===== src/rtl/parking_pkg.sv =====
// Shared definitions for the parking access front-end: key codes,
// PIN collector state encoding, PIN width and the decimal accumulator step.
package parking_pkg;

  localparam int       PIN_W     = 8;
  localparam logic [3:0] KEY_CLEAR = 4'hA;
  localparam logic [3:0] KEY_ENTER = 4'hB;
  localparam logic [9:0] PIN_MAX   = 10'd255;

  typedef enum logic [1:0] {
    IDLE    = 2'd0,
    COLLECT = 2'd1,
    HOLDOFF = 2'd2
  } pin_state_t;

  // acc*10 + digit; the caller guarantees acc <= 99, so the result is <= 999 and fits in 10 bits
  function automatic logic [9:0] acc_step(input logic [9:0] acc, input logic [3:0] digit);
    return (acc << 3) + (acc << 1) + {6'b0, digit};
  endfunction

endpackage


===== src/rtl/pin_keypad_collector_if.sv =====
// Keypad-side and controller-side signals of the PIN collector.
// master: the keypad decoder / controller environment; slave: the collector.
interface pin_keypad_collector_if;
  import parking_pkg::*;

  logic             en;
  logic             key_valid;
  logic [3:0]       key_code;
  logic [PIN_W-1:0] psswrd_atmpt;
  logic             try_psswrd;
  logic             entry_err;
  logic [1:0]       digit_cnt;
  logic             busy;

  modport master (
    output en, key_valid, key_code,
    input  psswrd_atmpt, try_psswrd, entry_err, digit_cnt, busy
  );

  modport slave (
    input  en, key_valid, key_code,
    output psswrd_atmpt, try_psswrd, entry_err, digit_cnt, busy
  );

endinterface


===== src/rtl/cycle_timer.sv =====
// Loadable 16-bit down-counter. o_expired is high during the last counted
// cycle, so a FSM acting on it changes state exactly LOAD_VAL edges after load.
module cycle_timer #(
  parameter int LOAD_VAL = 1
) (
  input  logic clk,
  input  logic rst,
  input  logic i_load,
  output logic o_expired
);

  localparam logic [15:0] LV = 16'(LOAD_VAL);

  logic [15:0] r_cnt;

  // Reload on request, otherwise count down and park at zero
  always_ff @(posedge clk) begin
    if (rst)                r_cnt <= 16'd0;
    else if (i_load)        r_cnt <= LV;
    else if (r_cnt != 16'd0) r_cnt <= r_cnt - 16'd1;
  end

  assign o_expired = (r_cnt == 16'd1);

endmodule


===== src/rtl/pin_keypad_collector.sv =====
// Collects up to MAX_DIGITS decimal key strobes into a PIN, submits it on
// ENTER with a one-cycle try_psswrd pulse, and rejects overflow/timeout
// entries with entry_err. Keys are ignored for HOLDOFF_CYC cycles after a submit.
module pin_keypad_collector
  import parking_pkg::*;
#(
  parameter int MAX_DIGITS  = 3,
  parameter int TIMEOUT_CYC = 1000,
  parameter int HOLDOFF_CYC = 4
) (
  input logic                   clk,
  input logic                   rst,
  pin_keypad_collector_if.slave kp
);

  pin_state_t       r_state;
  logic [9:0]       r_acc;
  logic [1:0]       r_digit_cnt;
  logic [PIN_W-1:0] r_pin;
  logic             r_try;
  logic             r_err;
  logic             r_busy;

  logic w_is_digit;
  logic w_is_clear;
  logic w_is_enter;
  logic w_to_load;
  logic w_to_expired;
  logic w_ho_load;
  logic w_ho_expired;

  assign w_is_digit = kp.key_valid && (kp.key_code <= 4'd9);
  assign w_is_clear = kp.key_valid && (kp.key_code == KEY_CLEAR);
  assign w_is_enter = kp.key_valid && (kp.key_code == KEY_ENTER);

  // Any digit seen while entering (accepted or dropped) restarts the idle window
  assign w_to_load = kp.en && w_is_digit && (r_state == IDLE || r_state == COLLECT);
  // Holdoff starts on every ENTER taken in COLLECT, good PIN or not
  assign w_ho_load = kp.en && w_is_enter && (r_state == COLLECT);

  cycle_timer #(.LOAD_VAL(TIMEOUT_CYC)) u_timeout (
    .clk      (clk),
    .rst      (rst),
    .i_load   (w_to_load),
    .o_expired(w_to_expired)
  );

  cycle_timer #(.LOAD_VAL(HOLDOFF_CYC)) u_holdoff (
    .clk      (clk),
    .rst      (rst),
    .i_load   (w_ho_load),
    .o_expired(w_ho_expired)
  );

  // Entry FSM with accumulator; priority is en low, then key, then timeout
  always_ff @(posedge clk) begin
    if (rst) begin
      r_state     <= IDLE;
      r_acc       <= 10'd0;
      r_digit_cnt <= 2'd0;
      r_pin       <= '0;
      r_try       <= 1'b0;
      r_err       <= 1'b0;
      r_busy      <= 1'b0;
    end else begin
      r_try <= 1'b0;
      r_err <= 1'b0;
      if (!kp.en) begin
        r_state     <= IDLE;
        r_acc       <= 10'd0;
        r_digit_cnt <= 2'd0;
        r_busy      <= 1'b0;
      end else begin
        case (r_state)
          IDLE: begin
            if (w_is_digit) begin
              r_acc       <= {6'b0, kp.key_code};
              r_digit_cnt <= 2'd1;
              r_state     <= COLLECT;
              r_busy      <= 1'b1;
            end
          end
          COLLECT: begin
            if (w_is_digit) begin
              if (int'(r_digit_cnt) < MAX_DIGITS) begin
                r_acc       <= acc_step(r_acc, kp.key_code);
                r_digit_cnt <= r_digit_cnt + 2'd1;
              end
            end else if (w_is_clear) begin
              r_acc       <= 10'd0;
              r_digit_cnt <= 2'd0;
              r_state     <= IDLE;
              r_busy      <= 1'b0;
            end else if (w_is_enter) begin
              if (r_acc <= PIN_MAX) begin
                r_pin <= r_acc[PIN_W-1:0];
                r_try <= 1'b1;
              end else begin
                r_err <= 1'b1;
              end
              r_acc       <= 10'd0;
              r_digit_cnt <= 2'd0;
              r_state     <= HOLDOFF;
            end else if (w_to_expired) begin
              r_err       <= 1'b1;
              r_acc       <= 10'd0;
              r_digit_cnt <= 2'd0;
              r_state     <= IDLE;
              r_busy      <= 1'b0;
            end
          end
          HOLDOFF: begin
            if (w_ho_expired) begin
              r_state <= IDLE;
              r_busy  <= 1'b0;
            end
          end
          default: begin
            r_state     <= IDLE;
            r_acc       <= 10'd0;
            r_digit_cnt <= 2'd0;
            r_busy      <= 1'b0;
          end
        endcase
      end
    end
  end

  assign kp.psswrd_atmpt = r_pin;
  assign kp.try_psswrd   = r_try;
  assign kp.entry_err    = r_err;
  assign kp.digit_cnt    = r_digit_cnt;
  assign kp.busy         = r_busy;

endmodule


===== src/flat_wrapper.sv =====
// flat-port wrapper written by rule: the top's interface ports become plain ports
module pin_keypad_collector_flat import parking_pkg::*;
#(
  parameter int MAX_DIGITS  = 3,
  parameter int TIMEOUT_CYC = 1000,
  parameter int HOLDOFF_CYC = 4
)
  (clk, rst, kp_en, kp_key_valid, kp_key_code, kp_psswrd_atmpt, kp_try_psswrd, kp_entry_err, kp_digit_cnt, kp_busy);
  pin_keypad_collector_if kp_i ();
  input logic clk;
  input logic rst;
  input wire logic [$bits(kp_i.en)-1:0] kp_en;
  input wire logic [$bits(kp_i.key_valid)-1:0] kp_key_valid;
  input wire logic [$bits(kp_i.key_code)-1:0] kp_key_code;
  output wire logic [$bits(kp_i.psswrd_atmpt)-1:0] kp_psswrd_atmpt;
  output wire logic [$bits(kp_i.try_psswrd)-1:0] kp_try_psswrd;
  output wire logic [$bits(kp_i.entry_err)-1:0] kp_entry_err;
  output wire logic [$bits(kp_i.digit_cnt)-1:0] kp_digit_cnt;
  output wire logic [$bits(kp_i.busy)-1:0] kp_busy;
  assign kp_i.en = kp_en;
  assign kp_i.key_valid = kp_key_valid;
  assign kp_i.key_code = kp_key_code;
  assign kp_psswrd_atmpt = kp_i.psswrd_atmpt;
  assign kp_try_psswrd = kp_i.try_psswrd;
  assign kp_entry_err = kp_i.entry_err;
  assign kp_digit_cnt = kp_i.digit_cnt;
  assign kp_busy = kp_i.busy;
  pin_keypad_collector #(.MAX_DIGITS(MAX_DIGITS), .TIMEOUT_CYC(TIMEOUT_CYC), .HOLDOFF_CYC(HOLDOFF_CYC)) u_core (.clk(clk), .rst(rst), .kp(kp_i));
endmodule

===== config.mk =====
export PLATFORM = sky130hd
export DESIGN_NAME = pin_keypad_collector_flat
export DESIGN_NICKNAME = d
export VERILOG_FILES = /design/src/rtl/parking_pkg.sv /design/src/rtl/pin_keypad_collector_if.sv /design/src/rtl/cycle_timer.sv /design/src/rtl/pin_keypad_collector.sv /design/src/flat_wrapper.sv
export SDC_FILE = /design/constraint.sdc
export NUM_CORES = 1
export LEC_CHECK = 0
export CAP_MARGIN = 20
export CORE_ASPECT_RATIO = 0.7
export CORE_MARGIN = 4
export CORE_UTILIZATION = 55
export DETAILED_ROUTE_END_ITERATION = 10
export GPL_ROUTABILITY_DRIVEN = 0
export GPL_TIMING_DRIVEN = 0
export PLACE_DENSITY = 0.75
export SETUP_SLACK_MARGIN = 0.2
export SKIP_CTS_REPAIR_TIMING = 1
export SLEW_MARGIN = 20
export SYNTH_ARGS = -nofsm -noshare
export SYNTH_HDL_FRONTEND = slang
export SYNTH_HIERARCHICAL = 1
export SYNTH_SLANG_ARGS = --single-unit

===== constraint.sdc =====
create_clock -name clk -period 5.6 [get_ports clk]
set_clock_uncertainty 0.05 [all_clocks]
set_input_delay 1.12 -clock clk [delete_from_list [all_inputs] [get_ports clk]]
set_output_delay 1.12 -clock clk [all_outputs]
set_load 0.005 [all_outputs]

==> impl_metrics.toml <==
[outcome]
outcome = "complete, no violations"

[power_and_ir_drop]
p_leak_nw = 1.511
max-vdd-ir-drop_mv = 0.3462
power_density_mw_per_mm2 = 496.4

[synthesis]
synth_compound_area_share_pct = 19.51
netlist_instances = 359
yosysSeqAreaShare_pct = 35.02
synth_nets = 389
synthMuxAreaShare_pct = 4.608
async_flop_share_pct = 0
synthAdderAreaFrac_pct = 8.909
yosysWarningCount = 6
synth_top_family_by_area = "simple AND/OR/NAND/NOR gates"
ys_ff_latch = 57
avgSynthCellArea_um2 = 9.076
synth.cell_area_mm2 = 0.003258
dominantRegCellSynth = "dfxtp_1"
synth-simple-area-share_pct = 25.69
synth_edf_count = 0
synthXorXnorAreaFrac_pct = 2.419
synth_cell_type_count = 67

[global_route]
grt_pass1_vias = 2532
grt_pass1_wl_mm = 11.97
antenna_found_initial = 0
grt_start_max_net_pins = 12
grt.total_usage_pct = 20.80
grt_overflow = 0

[timing]
fmax_ghz = 0.2860
rsz0062_at_grt = "no"
tns_ps = 0
slew_viol_final = 0
period_share_pct = 62.44
slew_headroom_pct = 32.97
tightest_slew_ps = 996.2
hold_viol_final = 0
fin_crit_ps = 3496
setup_viol = 0

[layout]
nNetsFinal = 420
final_cell_mix = "57 x dfxtp_1, 36 x nor2_1, 24 x a21oi_1, 20 x clkdlybuf4s50_1, 20 x ha_1"
antenna_cells = 0
fin_area_mm2 = 0.003727
area_growth_syn_to_layout_pct = 14.40
drive_gt1_share_pct = 10.89
final_common_cell = "dfxtp_1"

[clock_tree]
cts_tree = "done"
worstSkewPairLatency_ps = 330
cts_sinks = 57
clockRootBuffer = "clkbuf_8"
clk_path_buf_depth = 2
clk_pin_slew_ps = 60
cts_made_buffers = 9
cts_max_level = 3

[worst_setup_path]
slowest_stage = "clkdlybuf4s50_1"
arrival_ps = 3670
crit_buf_inv = 3
ff2ff_setup_slack_ps = 2840
critPathTopFamily = "adder cells"
worst_ep_required_time_ps = 5780
cp_max_fo = 4
cp_slowest_stage_delay_ps = 550
path_cells = "clkdlybuf4s50_1 > inv_1 > fa_1 > inv_1 > fa_1 > a211oi_1 > o21ai_0 > a21o_1 > a32o_1"
end_kind = "flip-flop"
critPathKind = "in2reg"
worstSetupStartpointType = "input pin"

[min_path]
hold_path.class = "reg2reg"

[floorplan]
pin_count = 21
die-width_um = 99.99
initial_utilization_pct = 56.89
coreArea_mm2 = 0.005727
rows = 23
die_area_mm2 = 0.007239
die_h_um = 72.40

[routing]
drc = 0
vias_per_cell = 5.906
num_vias = 2776
drtIter0Drc = 153
drt_first_pass_iters = 4
drt-total-wl_mm = 7.015
wl_per_cell_um = 14.93
antenna_left = 0

[placement]
io_buffers = 20
placed_cell_area_mm2 = 0.003552
dp_hpwl_mm = 5.208

[flow_run]
maxCapViolations = 0
metrics by stage:
| stage | cells | setup slack (ps) | hold slack, ps | utilization (%) | total power, mW |
|---|---|---|---|---|---|
| 2_1_floorplan | 359 | 2475 | 393.6 | - | 1.328 |
| 4_1_cts | 470 | 2108 | 438.7 | 65.09 | 1.851 |
| 6_report | 470 | 2104 | 437.7 | 65.09 | 1.850 |
| 3_5_place_dp | 454 | 1762 | 429.4 | 62.03 | 1.504 |
| 5_1_grt | 470 | 1984 | 472.5 | 65.09 | 2.012 |
| 3_3_place_gp | 454 | 1746 | 415.3 | 62.03 | 1.476 |
flip-flops by register name (all words and copies together), names as in the netlist:
signal                  cells
u_core/kp.entry_err         1
u_core/kp.busy              1
u_core/r_acc               10
u_core/r_state              2
u_core/u_timeout/r_cnt     16
u_core/kp.try_psswrd        1
u_core/u_holdoff/r_cnt     16
u_core/kp.psswrd_atmpt      8
u_core/kp.digit_cnt         2
cell usage after synthesis (4+ instances only):
cell type | count | area [um2]
xnor2_1 | 6 | 52.55
nor2_1 | 36 | 135.1
o21ai_0 | 10 | 50.05
a31oi_1 | 4 | 25.02
nor3_1 | 6 | 30.03
nand3_1 | 9 | 45.04
o31ai_1 | 5 | 37.54
nand2_1 | 17 | 63.81
nor2b_1 | 4 | 25.02
mux2i_1 | 15 | 150.1
a22o_1 | 10 | 87.58
a21oi_1 | 24 | 120.1
inv_1 | 17 | 63.81
or4_4 | 4 | 45.04
buf_2 | 4 | 20.02
and4_1 | 4 | 35.03
dfxtp_1 | 57 | 1141
nand4_1 | 4 | 25.02
ha_1 | 20 | 250.2
or3_1 | 12 | 75.07
a211oi_1 | 4 | 30.03
nor4_1 | 7 | 43.79
cell families after synthesis:
| group | after synthesis |
|---|---|
| adders and majority gates | 22 |
| and+or+nand+nor | 139 |
| buffers and inverters | 28 |
| muxes | 15 |
| xor gates and xnor gates | 9 |
| AOI/OAI and AO/OA | 89 |
| DFF | 57 |
cell type report:
| cell class | count | area (um2) |
|---|---|---|
| buffer | 11 | 61.31 |
| clock buffer | 14 | 162.7 |
| clock inverter | 2 | 12.51 |
| fill | 476 | 1999 |
| inverter | 17 | 63.81 |
| multi-input combinational | 274 | 1992 |
| sequential | 57 | 1141 |
| tap | 75 | 93.84 |
| timing repair buffer | 20 | 200.2 |
tightest hold or removal path: cells and delay by family, from the launching register on:
family         cells  cell delay [ps]
AO/OA/AOI/OAI      2              110
flip-flops         1              330
layer usage:
| layer | part of all wire [%] | track usage, % | routed length (um) |
|---|---|---|---|
| met2 | 40 | 29.34 | 2802 |
| met4 | 0.68 | 6.577 | 48 |
| met1 | 54 | 30.45 | 3803 |
| met3 | 5.1 | 6.052 | 361 |
| met5 | 0 | 0 | 0 |
path summary, 6_finish.rpt:
path,from,end,depth (start not counted)
setup reg to reg,u_core/u_timeout/r_cnt[8],u_core/kp.digit_cnt[0],7
setup / recovery,kp_key_code[3],u_core/r_acc[8],9
hold reg to reg,u_core/u_timeout/r_cnt[13],u_core/u_timeout/r_cnt[13],2
hold / removal,u_core/u_timeout/r_cnt[13],u_core/u_timeout/r_cnt[13],2
report_power, final:
part,internal [mW],switching (mW)
Combinational,0.399,0.476
Sequential,0.508,0.126
Clock,0.184,0.157
Total,1.09,0.759
Power figures use the tool's default switching activity.
